**src/rtl/beat_sequencer_pkg.sv**
```systemverilog
// seq_pkg: shared states, tempo encodings and beat width for the beat sequencer
package seq_pkg;
  typedef enum logic [1:0] {IDLE, PLAY, PAUSE, FINISH} state_t;
  localparam logic [1:0] TEMPO_4 = 2'd0;
  localparam logic [1:0] TEMPO_8 = 2'd1;
  localparam logic [1:0] TEMPO_16 = 2'd2;
  localparam logic [1:0] TEMPO_32 = 2'd3;
  localparam int BEAT_W = 12;
  function automatic int unsigned tempo_shift(input logic [1:0] t);
    return t == TEMPO_4 ? 2 : t == TEMPO_8 ? 3 : t == TEMPO_16 ? 4 : 5;
  endfunction
endpackage

```
**src/rtl/beat_sequencer_tempo_prescaler.sv**
```systemverilog
// tempo_prescaler: latched tempo divisor and beat-period counter producing the advance pulse
module tempo_prescaler
  import seq_pkg::*;
#(
  parameter int CLK_FREQ = 100_000_000,
  parameter int DIV_W = $clog2(CLK_FREQ / 4)
) (
  input  logic       clk,
  input  logic       rst,
  input  logic       i_run,
  input  logic       i_clear,
  input  logic       i_div_load,
  input  logic [1:0] i_tempo_sel,
  output logic       o_adv
);
  logic [DIV_W:0] r_div, w_div_sel;
  logic [DIV_W-1:0] r_cnt;
  logic w_wrap;
  assign w_div_sel = (DIV_W + 1)'(CLK_FREQ >> tempo_shift(i_tempo_sel));
  assign w_wrap = {1'b0, r_cnt} == r_div - 1'b1;
  assign o_adv = i_run && w_wrap;
  always_ff @(posedge clk) begin
    if (rst) begin
      r_cnt <= '0;
      r_div <= w_div_sel;
    end else begin
      r_cnt <= i_clear ? '0 : i_run ? (w_wrap ? '0 : r_cnt + 1'b1) : r_cnt;
      if (i_div_load) r_div <= w_div_sel;
    end
  end
endmodule

```
**src/rtl/beat_sequencer.sv**
```systemverilog
// beat_sequencer: play/pause/stop transport producing ibeatNum/en; SEQ_STEP_MODE_EN adds single-step in PAUSE
module beat_sequencer
  import seq_pkg::*;
#(
  parameter int CLK_FREQ = 100_000_000,
  parameter int BEAT_LEN = 64,
  parameter int DIV_W = $clog2(CLK_FREQ / 4)
) (
  input  logic              clk,
  input  logic              rst,
  input  logic              play,
  input  logic              stop,
  input  logic              loop,
  input  logic [1:0]        tempo_sel,
`ifdef SEQ_STEP_MODE_EN
  input  logic              step,
`endif
  output logic [BEAT_W-1:0] ibeatNum,
  output logic              en,
  output logic              beat_tick,
  output logic              done
);
  localparam logic [BEAT_W-1:0] LAST = BEAT_W'(BEAT_LEN - 1);
  localparam logic [BEAT_W-1:0] PAST = BEAT_W'(BEAT_LEN);
  state_t r_state, w_state;
  logic [BEAT_W-1:0] r_beat, w_beat;
  logic r_en, r_tick, r_done, w_tick, w_done;
  logic w_adv, w_run, w_clear, w_load, w_step_adv, w_end;
  assign w_run = r_state == PLAY && !play && !stop;
  assign w_clear = stop || r_state == IDLE || r_state == FINISH;
  assign w_load = w_adv || (r_state == IDLE && play && !stop);
`ifdef SEQ_STEP_MODE_EN
  assign w_step_adv = w_adv || (r_state == PAUSE && step);
`else
  assign w_step_adv = w_adv;
`endif
  assign w_end = r_beat == LAST && !loop;
  tempo_prescaler #(.CLK_FREQ(CLK_FREQ), .DIV_W(DIV_W)) u_presc (
    .clk        (clk),
    .rst        (rst),
    .i_run      (w_run),
    .i_clear    (w_clear),
    .i_div_load (w_load),
    .i_tempo_sel(tempo_sel),
    .o_adv      (w_adv)
  );
  // play outranks a same-cycle advance or step; stop outranks everything
  always_comb begin
    w_state = r_state;
    w_beat = r_beat;
    w_tick = 1'b0;
    w_done = 1'b0;
    if (stop) begin
      w_state = IDLE;
      w_beat = '0;
    end else if (play) begin
      w_state = r_state == PLAY ? PAUSE : PLAY;
      w_beat = (r_state == IDLE || r_state == FINISH) ? '0 : r_beat;
    end else if (w_step_adv) begin
      w_tick = 1'b1;
      w_beat = r_beat == LAST ? (loop ? '0 : PAST) : r_beat + 1'b1;
      w_state = w_end ? FINISH : r_state;
      w_done = w_end;
    end
  end
  always_ff @(posedge clk) begin
    if (rst) begin
      r_state <= IDLE;
      r_beat <= '0;
      r_en <= 1'b0;
      r_tick <= 1'b0;
      r_done <= 1'b0;
    end else begin
      r_state <= w_state;
      r_beat <= w_beat;
      r_en <= w_state == PLAY || w_state == FINISH;
      r_tick <= w_tick;
      r_done <= w_done;
    end
  end
  assign ibeatNum = r_beat;
  assign en = r_en;
  assign beat_tick = r_tick;
  assign done = r_done;
endmodule

```
**config.mk**
```make
export PLATFORM = sky130hd
export DESIGN_NAME = beat_sequencer
export DESIGN_NICKNAME = d
export VERILOG_FILES = /design/src/rtl/beat_sequencer_pkg.sv /design/src/rtl/beat_sequencer_tempo_prescaler.sv /design/src/rtl/beat_sequencer.sv
export SDC_FILE = /design/constraint.sdc
export NUM_CORES = 1
export LEC_CHECK = 0
export CAP_MARGIN = 20
export CORE_AREA = 2 2 110 112
export DETAILED_ROUTE_END_ITERATION = 7
export DIE_AREA = 0 0 112 114
export DONT_BUFFER_PORTS = 1
export MAX_ROUTING_LAYER = met4
export PLACE_DENSITY_LB_ADDON = 0.05
export SLEW_MARGIN = 0
export SYNTH_ARGS = -nofsm -noshare
export SYNTH_HDL_FRONTEND = slang
export SYNTH_HIERARCHICAL = 1
export SYNTH_SLANG_ARGS = --single-unit
```
**constraint.sdc**
```tcl
create_clock -name clk -period 5.1 [get_ports clk]
set_input_delay 1.02 -clock clk [delete_from_list [all_inputs] [get_ports clk]]
set_output_delay 1.02 -clock clk [all_outputs]
set_load 0.05 [all_outputs]
```
-- Word level (Yosys, flattened, before mapping)
Cells that the tools add are included.
Widths: inputs -> output; s select.
- output and inout bits: 15
- register bits after elaboration: 68
- word-level logic and storage cells: 61
- input port bits: 7
- reductions and logical operators: 23
- add/subtract/negate cells: 3
- eq/ne operators: 9
- muxes and demuxes: 17
- bitwise gates (word level): 1
- shift-type cells: 1
- operator list (operator ; count):
    $mux 32 ; 2
    $mux 26 ; 2
    $mux 12 ; 4
    $shr 27x32->26 const A ; 1
    $eq 25x26->1 ; 1
    $sub 26x1->26 const B ; 1
    $add 25x1->25 const B ; 1
    $mux 25 ; 1
    $add 12x1->12 const B ; 1
    $eq 12x6->1 const B ; 1
    $mux 2 ; 5
    $mux 7 ; 1
    $eq 2x1->1 const B ; 3
    $eq 2x2->1 const B ; 3
    $logic_and 1x1->1 ; 6
    $logic_or 1x1->1 ; 5
    $logic_not 2->1 ; 2
    $reduce_bool 2->1 ; 2
    $reduce_or 2->1 ; 2
    $reduce_or 4->1 ; 1
    $logic_not 1->1 ; 3
    $reduce_or 3->1 ; 1
    $mux 1 ; 2
    $ne 2x1->1 const B ; 1
    2 further kinds ; 2

-- Logic depth before layout (Yosys ltp)
Gate-level depths: netlist of run 1.
- word-level depth: 9
- gate-level depth with buffers: 16

-- By module
Netlist of run 1, hierarchy kept.
- by module, submodules not included (module ; area an instance (µm²) ; cells each ; instances):
    tempo_prescaler ; 3125.5 ; 330 ; 1
    beat_sequencer ; 879.6 ; 106 ; 1

-- Least setup slack after synthesis of run 1
OpenSTA, ideal clock, no wires.
- path kind: register -> register
- start: register u_presc.r_div[1]
- end: register r_beat[8] (netlist: ibeatNum[8])
- buffers on the path: 3
- data required time: 5026 ps
- setup time: 74 ps
- arrival time: 3981 ps
- path slack: 1045 ps
- cell stages (with the launch flop): 17
- cell sequence: edfxtp_1 inv_1 ha_1 buf_2 or3b_2 or2_1 buf_2 or4_1 nand3_1 o21ai_0 or4_1 nor2_1 or4b_1 inv_1 buf_4 nand2_1 o21ai_0
- longest elaborated chain between the ends: 5
- RTL lines (element ; RTL line ; text):
    start: declaration ; beat_sequencer_tempo_prescaler.sv:16 ; logic [DIV_W:0] r_div, w_div_sel;
    start signal: assignment ; beat_sequencer_tempo_prescaler.sv:25 ; r_div <= w_div_sel;
    start signal: assignment ; beat_sequencer_tempo_prescaler.sv:28 ; if (i_div_load) r_div <= w_div_sel;
    $sub 26x1->26 ; beat_sequencer_tempo_prescaler.sv:20 ; assign w_wrap = {1'b0, r_cnt} == r_div - 1'b1;
    $eq 25x26->1 ; beat_sequencer_tempo_prescaler.sv:20 ;
    $logic_and 1x1->1 ; beat_sequencer_tempo_prescaler.sv:21 ; assign o_adv = i_run && w_wrap;
    via w_adv ; beat_sequencer.sv:28 ; logic w_adv, w_run, w_clear, w_load, w_step_adv, w_end;
    $reduce_bool 2->1 (no source line) ; - ;
    $reduce_and 2->1 (no source line) ; - ;
    end signal: assignment ; beat_sequencer.sv:75 ; r_beat <= w_beat;
    end: declaration ; beat_sequencer.sv:26 ; logic [BEAT_W-1:0] r_beat, w_beat;
The timed path passes the listed nets, and every way through them passes these cells.
A chain may end at the register's enable or synchronous reset.

-- Worst setup path in the final report of run 1
- start: register u_presc.r_div[1]
- end: register r_beat[7] (netlist: ibeatNum[7])
Same word-level chain as after synthesis.

==> results of run 1 <==
worst max-delay path: stages, from the launching register on:
cell,delay (ps)
edfxtp_1,450
inv_1,90
ha_1,320
or3b_2,530
or2_1,330
or4_1,490
nand3_1,130
o21ai_0,90
or4_1,590
nor2_1,320
or4b_1,580
inv_1,320
nand2_1,140
o21ai_0,190
logic make-up after synthesis:
| family | synth area share, % |
|---|---|
| AO/OA/AOI/OAI | 8.84 |
| AND/OR/NAND/NOR | 31.9 |
| other | 0.188 |
| flip-flops | 39.2 |
| buffers and inverters | 4.78 |
| multiplexers | 0.750 |
| adder cells (fa/ha/maj) | 1.87 |
| XOR/XNOR | 12.5 |
Yosys cell counts, drive strengths merged (6+ instances only):
master / instances / share of area [%]
o21ai: 13 / 1.6
or4: 8 / 1.5
nor3: 39 / 7.4
nor4: 14 / 3.5
ha: 6 / 1.9
xor2: 23 / 5.0
clkbuf: 9 / 0.84
xnor2: 34 / 7.4
nand4: 15 / 2.3
or2: 8 / 1.2
nand3: 19 / 2.4
or3: 7 / 1.2
nand2: 29 / 2.7
edfxtp: 25 / 19
dfxtp: 41 / 20
nor2: 37 / 3.5
and3: 8 / 1.2
buf: 8 / 1.5
a21oi: 8 / 1.0
inv: 26 / 2.4
sequential cells by signal, summed over array words and instances, names as in the netlist:
signal,cells
beat_tick,1
u_presc/r_cnt,25
ibeatNum,12
en,1
r_state,1
done,1
u_presc/r_div,25
through the flow:
| step | total power [µW] | std cells | utilization [%] | setup slack, ps | cell area, µm² |
|---|---|---|---|---|---|
| after floorplan | 659 | 441 | - | 1040 | 4020 |
| after global placement | 679 | 573 | 35.3 | 610 | 4130 |
| after detailed placement | 679 | 573 | 35.3 | 493 | 4130 |
| after CTS | 1350 | 589 | 38.0 | 477 | 4450 |
| after global routing | 1390 | 589 | 38.0 | 130 | 4450 |
| final | 1330 | 589 | 38.0 | 456 | 4450 |
path summary, 6_finish.rpt:
| path | startpoint | depth (start not counted) | slack (ps) | endpoint |
|---|---|---|---|---|
| setup / recovery | u_presc/r_div[1] | 13 | 460 | ibeatNum[7] |
| hold / removal | r_state[1] | 2 | 540 | r_state[1] |
| setup reg to reg | u_presc/r_div[1] | 13 | 460 | ibeatNum[7] |
| hold reg to reg | r_state[1] | 2 | 540 | r_state[1] |
power groups by stage:
| stage | combinational (µW) | sequential, µW | clock [µW] |
|---|---|---|---|
| floorplan | 68.8 | 590 | 0 |
| global placement | 80.4 | 599 | 0 |
| detailed placement | 80.2 | 599 | 0 |
| CTS | 80.6 | 587 | 685 |
| global route | 90.1 | 590 | 711 |
| finish | 79.9 | 588 | 664 |
area by class of cell:
type / instances / area [µm²]
fillers: 1217 / 7260
clock inverters: 7 / 93.8
clock buffers: 9 / 225
multi-input cells: 332 / 2260
well taps: 147 / 184
inverters: 26 / 97.6
flip-flops and latches: 66 / 1570
repair buffers: 2 / 15.0
per-layer routing:
metal,part of all wire (%),wire length (µm),track usage [%],up-vias
met3,2.5,244,3.29,14
li1,-,-,-,1580
met1,53,5220,24.2,1485
met4,2.2,217,8.05,0
met2,42,4080,22.3,38
met5,0,0,-,-
==> summary.md, run 1 <==
| Metric | Value |
|---|---|
| Post-cts resize count | `0` |
| Max VDD drop | `158 µV` |
| Worst EP arrival | `4910 ps` |
| Most frequent cells in the layout | `dfxtp_1, nor2_1, xnor2_1` |
| Worst-Skew Late Latency | `340 ps` |
| Post-synth EDFFs | `25` |
| Crit path max fanout | `11` |
| Mean Syn Cell Area | `9.19 µm²` |
| Final Hold Viols | `0` |
| Fmax | `215 MHz` |
| Tcrit/Tclk final | `91.1%` |
| Setup Total Neg Slack | `0 ps` |
| Die area | `12800 µm²` |
| Max-Cap Viols | `0` |
| Largest net degree at the start of global routing | `26` |
| Hold Worst Slack | `544 ps` |
| Slew margin rel. | `46.3%` |
| Worst Tran Pin Value | `805 ps` |
| CTS tree | `done` |
| Syn Inst Count | `436` |
| Final GP Congestion | `0.954` |
| Switching pwr | `308 µW` |
| Die X | `112 µm` |
| Setup CP Type | `register to register` |
| PwrDens | `299 nW/µm²` |
| Sw Share | `23.2%` |
| Total grt overflow | `0` |
| Initial antenna violation count | `0` |
| Final Skew | `7.07 ps` |
| Synth warnings | `6` |
| H-Tree Depth | `3` |
| Number of synthesized register bits | `66` |
| Synth unique cells | `57` |
| # DRC | `0` |
| Clock Sinks | `66` |
| Total GRT Usage | `16.7%` |
| Share of post-route cells with drive strength above 1 | `12.9%` |
| Via density per instance | `5.29` |
| Commonest non-fill, non-tap cell in the layout | `dfxtp_1` |
| Die height | `114 µm` |
| TritonCTS Buffers | `9` |
| I/O Buffers | `0` |
| Leak Pwr | `0.00142 µW` |
| Max Root-Sink Buffers | `2` |
| Logic pwr share | `6.0%` |
| Vias | `3117` |
| Post-CTS setup buffer count | `0` |
| Worst min path class | `register to register` |
| Startpoint types | `register` |
| Max-slew violations | `0` |
| Rows | `40` |
| First-pass GRT wire length | `16000 µm` |
| Routed WL | `9760 µm` |
| Unrepaired setup endpoints after global routing | `false` |
| Internal power | `1020 µW` |
| WL/cell | `16.6 µm` |
| Number of global-route vias before repair | `2942` |
| Synthesis-to-finish area growth | `11.1%` |
| Final Critical Period | `4640 ps` |
| N_diodes | `0` |
| Drt pass-1 iters | `4` |
| Clock transition at the registers of the reported paths | `60 ps` |
| Post-synthesis sequential area ratio | `39.2%` |
| Num ports | `22` |
| Clock power share | `49.9%` |
| Hold Buf Count CTS | `0` |
| Initial Util | `34.2%` |
| Nets | `450` |
| Status | `finished clean` |
| Synthesized cell area | `4010 µm²` |
| Core area | `11700 µm²` |
| Post-synth ARST share | `0%` |
| Sequential Power Share | `44.1%` |
| DP HPWL | `7290 µm` |
| Root Buffer | `clkbuf_16` |
| Final ANT Viol Nets | `0` |
| Endpoints failing setup | `0` |
| Dominant synthesized flop cell | `dfxtp_1` |
| Worst Path Required | `5360 ps` |
| DRT iter0 DRCs | `253` |
| Element type at the critical path end | `register` |
Note: power is estimated with default switching activity, not from simulation.
==> run 2: changes to the inputs <==
CORE_AREA = 2 2 94 132   (was 2 2 110 112)
DIE_AREA = 0 0 96 134   (was 0 0 112 114)
==> run 2 against run 1 <==
Core utilization hardly changed; non-clock buffer count up 3; cell count increased by 0.51%; clock power down 7.7%; critical path type unchanged; largest cell class unchanged.
==> summary.md, run 2 (synthesis gave the netlist of run 1 again) <==
| Metric | Value |
|---|---|
| Final Hold Viols | `0 (unchanged)` |
| Max-slew violations | `0 (unchanged)` |
| Fillers | `1199 (was 1217)` |
| Final Skew | `7.75 ps (was 7.07 ps)` |
| Setup Total Neg Slack | `0 ps (unchanged)` |
| Hold path cells | `2 (unchanged)` |
| Clock transition at the registers of the reported paths | `60 ps (about the same)` |
| Endpoints failing setup | `0 (unchanged)` |
| DP HPWL | `8000 µm (was 7290 µm)` |
| Max-Cap Viols | `0 (unchanged)` |
| I/O Buffers | `0 (unchanged)` |
| Worst EP arrival | `4820 ps (was 4910 ps)` |
| Register area | `1570 µm² (unchanged)` |
| Final ANT Viol Nets | `0 (unchanged)` |
| Number of global-route vias before repair | `3151 (was 2942)` |
| Total GRT Usage | `18.3% (was 16.7%)` |
| Max Root-Sink Buffers | `2 (unchanged)` |
| Final Critical Period | `4570 ps (was 4640 ps)` |
| Worst Tran Pin Value | `814 ps (was 805 ps)` |
| Routed WL | `10400 µm (was 9760 µm)` |
| N_diodes | `0 (unchanged)` |
| Hold Buf Count CTS | `0 (unchanged)` |
| Status | `finished clean (unchanged)` |
| Synthesis-to-finish area growth | `11.0% (was 11.1%)` |
| Clock Sinks | `66 (unchanged)` |
| Reg2reg start | `u_presc/r_div[1] (unchanged)` |
| Rows | `47 (was 40)` |
| Slew margin rel. | `45.7% (was 46.3%)` |
| Crit path max fanout | `11 (unchanged)` |
| R2R Path End | `ibeatNum[6] (was ibeatNum[7])` |
| Element type at the critical path end | `register (unchanged)` |
| Startpoint types | `register (unchanged)` |
| Most frequent cells in the layout | `dfxtp_1, nor2_1, xnor2_1 (unchanged)` |
| Via density per instance | `5.32 (was 5.29)` |
| Fmax | `219 MHz (was 215 MHz)` |
| H-Tree Depth | `3 (unchanged)` |
| CTS tree | `done (unchanged)` |
| WL/cell | `17.6 µm (was 16.6 µm)` |
| Final GP Congestion | `0.799 (was 0.954)` |
| Nets | `453 (was 450)` |
| Total power | `1280 µW (was 1330 µW)` |
| Drt pass-1 iters | `4 (unchanged)` |
| Initial antenna violation count | `0 (unchanged)` |
| Final core utilization | `38.0% (about the same)` |
| Worst-Skew Late Latency | `340 ps (about the same)` |
| First-pass GRT wire length | `17200 µm (was 16000 µm)` |
| Die area | `12900 µm² (was 12800 µm²)` |
| Largest net degree at the start of global routing | `26 (unchanged)` |
| R2r setup slk | `530 ps (was 460 ps)` |
| Worst Path Required | `5350 ps (was 5360 ps)` |
| Core area | `11700 µm² (about the same)` |
| R2R cell count | `14 (was 13)` |
| Leak Pwr | `0.00144 µW (was 0.00142 µW)` |
| TritonCTS Buffers | `9 (unchanged)` |
| Hold endpoint | `r_state[1] (unchanged)` |
| Post-cts resize count | `0 (unchanged)` |
| Finished layout cell area | `4450 µm² (about the same)` |
| Area post-placement | `4150 µm² (was 4130 µm²)` |
| Setup CP Type | `register to register (unchanged)` |
| Unrepaired setup endpoints after global routing | `false (unchanged)` |
| Area of the multi-input gates | `2260 µm² (unchanged)` |
| Num ports | `22 (unchanged)` |
| Initial Util | `34.2% (about the same)` |
| Vias | `3152 (was 3117)` |
| Commonest non-fill, non-tap cell in the layout | `dfxtp_1 (unchanged)` |
| # DRC | `0 (unchanged)` |
| Root Buffer | `clkbuf_16 (unchanged)` |
| Share of post-route cells with drive strength above 1 | `13.5% (was 12.9%)` |
| Die X | `96 µm (was 112 µm)` |
| Max VDD drop | `137 µV (was 158 µV)` |
| Die height | `134 µm (was 114 µm)` |
| HP Start | `r_state[1] (unchanged)` |
| Total grt overflow | `0 (unchanged)` |
| Worst min path class | `register to register (unchanged)` |
| Post-CTS setup buffer count | `0 (unchanged)` |
| Tcrit/Tclk final | `89.6% (was 91.1%)` |
| DRT iter0 DRCs | `154 (was 253)` |
| PwrDens | `289 nW/µm² (was 299 nW/µm²)` |
[run 2: per-stage QoR]
stage	hold slack, ps	cells	setup slack [ps]
5_1_grt	574	592	194
2_1_floorplan	506	441	1040
3_5_place_dp	543	576	567
4_1_cts	554	592	555
6_report	550	592	528
3_3_place_gp	531	576	687
[run 2: worst max-delay path by stage]
stage                     start     endpoint  slack [ps]  cells after the start
2_1_floorplan  u_presc/r_div[1]  ibeatNum[8]        1040                     16
3_3_place_gp   u_presc/r_div[1]  ibeatNum[7]         690                     14
3_5_place_dp   u_presc/r_div[1]  ibeatNum[7]         570                     14
4_1_cts        u_presc/r_div[1]  ibeatNum[6]         550                     14
5_1_grt        u_presc/r_div[1]  ibeatNum[7]         190                     14
6_report       u_presc/r_div[1]  ibeatNum[6]         530                     14
[run 2: cell type report]
cell class                 count  area share [%]
clock buffer                  12            6.11
timing repair buffer           5           0.844
sequential                    66            35.3
tap                          147            4.14
clock inverter                 4           0.535
inverter                      26            2.19
multi-input combinational    332            50.8
[run 2: power by group]
group / switching [µW] / internal [µW] / leakage (µW)
Sequential: 22.9 / 565 / 0.000576
Combinational: 50.2 / 31.4 / 0.000709
Clock: 237 / 376 / 0.000151
Total: 310 / 973 / 0.00144
[run 2: critical path, stage by stage (launching register included)]
cell and delay [ps]:
edfxtp_1 450, inv_1 90, ha_1 320, or3b_2 530, or2_1 330, or4_1 480, nand3_1 120, o21ai_0 100
or4_1 570, nor2_1 120, buf_4 150, or4b_1 550, inv_1 330, nand4_1 140, o21ai_0 200
[run 2: layer usage]
layer / share of wire (%) / GRT usage (%)
met5: 0 / -
met4: 2.3 / 6.75
met3: 2.7 / 3.88
met2: 51 / 29.7
met1: 44 / 22.1
==> run 3: changes to the inputs <==
==> constraint.sdc (replaced) <==
create_clock -name clk -period 5.1 [get_ports clk]
set_input_delay 1.02 -clock clk [delete_from_list [all_inputs] [get_ports clk]]
set_output_delay 1.02 -clock clk [all_outputs]
set_load 0.01 [all_outputs]
==> run 3 against run 2 <==
Clock skew fell by 0.86 ps; sequential power barely moved; highest routed layer unchanged; non-clock buffer count did not move; die area did not move; largest power group is now sequential cells; cell count did not move; critical endpoint is now ibeatNum[5].
==> summary.md, run 3 (synthesis gave the netlist of run 1 again) <==
| Metric | Value |
|---|---|
| Status | `finished clean (unchanged)` |
| N_diodes | `0 (unchanged)` |
| Slowest cell on crit path | `or4_1 (unchanged)` |
| Buf+Inv Stages, Crit Path | `3 (unchanged)` |
| Element type at the critical path end | `register (unchanged)` |
| Largest net degree at the start of global routing | `26 (unchanged)` |
| Root Buffer | `clkbuf_16 (unchanged)` |
| Max VDD drop | `167 µV (was 137 µV)` |
| Number of global-route vias before repair | `3211 (was 3151)` |
| Slew margin rel. | `46.4% (was 45.7%)` |
| Max-Cap Viols | `0 (unchanged)` |
| Total grt overflow | `0 (unchanged)` |
| Worst-Skew Late Latency | `330 ps (was 340 ps)` |
| Finished layout cell area | `4430 µm² (was 4450 µm²)` |
| # DRC | `0 (unchanged)` |
| Most frequent cells in the layout | `dfxtp_1, nor2_1, xnor2_1 (unchanged)` |
| Die height | `134 µm (unchanged)` |
| Clock Sinks | `66 (unchanged)` |
| Max Root-Sink Buffers | `2 (unchanged)` |
| Worst Path Required | `5350 ps (about the same)` |
| Num ports | `22 (unchanged)` |
| DRT iter0 DRCs | `173 (was 154)` |
| Post-CTS setup buffer count | `0 (unchanged)` |
| Commonest non-fill, non-tap cell in the layout | `dfxtp_1 (unchanged)` |
| Worst EP arrival | `4770 ps (was 4820 ps)` |
| CTS tree | `done (unchanged)` |
| TritonCTS Buffers | `9 (unchanged)` |
| Leak Pwr | `0.00142 µW (was 0.00144 µW)` |
| Worst path max stage delay | `570 ps (about the same)` |
| Unrepaired setup endpoints after global routing | `false (unchanged)` |
| DP HPWL | `7990 µm (was 8000 µm)` |
| Die area | `12900 µm² (unchanged)` |
| Share of post-route cells with drive strength above 1 | `12.8% (was 13.5%)` |
| Max-slew violations | `0 (unchanged)` |
| Worst min path class | `register to register (unchanged)` |
| Final GP Congestion | `0.797 (was 0.799)` |
| H-Tree Depth | `3 (unchanged)` |
| Nets | `453 (unchanged)` |
| Setup Total Neg Slack | `0 ps (unchanged)` |
| Tcrit/Tclk final | `88.6% (was 89.6%)` |
| Crit-path cells | `inv_1, ha_1, or3b_2, or2_1, or4_1, nand3_1, o21ai_0, or4_1, nor2_1, buf_4, or4b_1, inv_1, nand2_1, o21ai_0 (was inv_1, ha_1, or3b_2, or2_1, or4_1, nand3_1, o21ai_0, or4_1, nor2_1, buf_4, or4b_1, inv_1, nand4_1, o21ai_0)` |
| CP delay by family, top | `simple AND/OR/NAND/NOR gates (unchanged)` |
| Hold Buf Count CTS | `0 (unchanged)` |
| PwrDens | `281 nW/µm² (was 289 nW/µm²)` |
| Initial antenna violation count | `0 (unchanged)` |
| Worst Tran Pin Value | `805 ps (was 814 ps)` |
| Core area | `11700 µm² (unchanged)` |
| Endpoints failing setup | `0 (unchanged)` |
| Synthesis-to-finish area growth | `10.5% (was 11.0%)` |
| Setup WS pre-CTS | `577 ps (was 567 ps)` |
| Final Skew | `6.89 ps (was 7.75 ps)` |
| Fmax | `221 MHz (was 219 MHz)` |
| Total GRT Usage | `18.2% (was 18.3%)` |
| Rows | `47 (unchanged)` |
| Area post-placement | `4150 µm² (unchanged)` |
| Startpoint types | `register (unchanged)` |
| Post-cts resize count | `0 (unchanged)` |
| WL/cell | `17.4 µm (was 17.6 µm)` |
| Final Critical Period | `4520 ps (was 4570 ps)` |
| Final Hold Viols | `0 (unchanged)` |
| Initial Util | `34.2% (unchanged)` |
| I/O Buffers | `0 (unchanged)` |
| Vias | `3166 (was 3152)` |
| Final ANT Viol Nets | `0 (unchanged)` |
| First-pass GRT wire length | `17300 µm (was 17200 µm)` |
| Drt pass-1 iters | `4 (unchanged)` |
| Via density per instance | `5.35 (was 5.32)` |
| Setup CP Type | `register to register (unchanged)` |
| Routed WL | `10300 µm (was 10400 µm)` |
| Clock transition at the registers of the reported paths | `60 ps (about the same)` |
| Final WS setup | `580 ps (was 528 ps)` |
| Crit path max fanout | `11 (unchanged)` |
| Die X | `96 µm (unchanged)` |
==> run 3: final cells by class <==
class / instances / area (µm²)
clock buffers: 14 / 264
multi-input cells: 332 / 2260
flip-flops and latches: 66 / 1570
repair buffers: 5 / 37.5
fillers: 1229 / 7280
inverters: 26 / 97.6
clock inverters: 2 / 11.3
well taps: 147 / 184
==> run 3: metrics by stage <==
step | total power, µW | hold slack, ps | std cells | util, %
3_5_place_dp | 680 | 539 | 576 | 35.5
4_1_cts | 1270 | 546 | 592 | 37.8
2_1_floorplan | 658 | 506 | 441 | -
5_1_grt | 1310 | 562 | 592 | 37.8
3_3_place_gp | 681 | 531 | 576 | 35.5
6_report | 1250 | 542 | 592 | 37.8
==> run 3: path summary, 6_finish.rpt <==
| path | from | to | slack, ps | cells past startpoint |
|---|---|---|---|---|
| worst max-delay path | u_presc/r_div[1] | ibeatNum[5] | 580 | 14 |
| worst min-delay path | ibeatNum[11] | ibeatNum[11] | 540 | 1 |
| worst max register to register | u_presc/r_div[1] | ibeatNum[5] | 580 | 14 |
| worst min register to register | ibeatNum[11] | ibeatNum[11] | 540 | 1 |
==> run 3: layer usage <==
metal	routed length (µm)	share of wire (%)	track usage [%]
met1	4530	44	22.6
met2	5180	50	29.0
met3	306	3.0	3.88
met4	302	2.9	6.27
met5	0	0	-
==> run 3: worst reg2reg max path: stages, from the launching register on <==
cell and delay (ps):
edfxtp_1 440, inv_1 90, ha_1 340, or3b_2 530
or2_1 320, or4_1 480, nand3_1 120, o21ai_0 100
or4_1 570, nor2_1 110, buf_4 140, or4b_1 540
inv_1 330, nand2_1 150, o21ai_0 180
==> run 3: power by group <==
group	total [µW]	leakage [µW]	switching, µW	internal (µW)
Combinational	81.2	0.000709	49.8	31.4
Clock	577	0.000137	222	356
Sequential	587	0.000576	21.6	566
Total	1250	0.00142	293	953
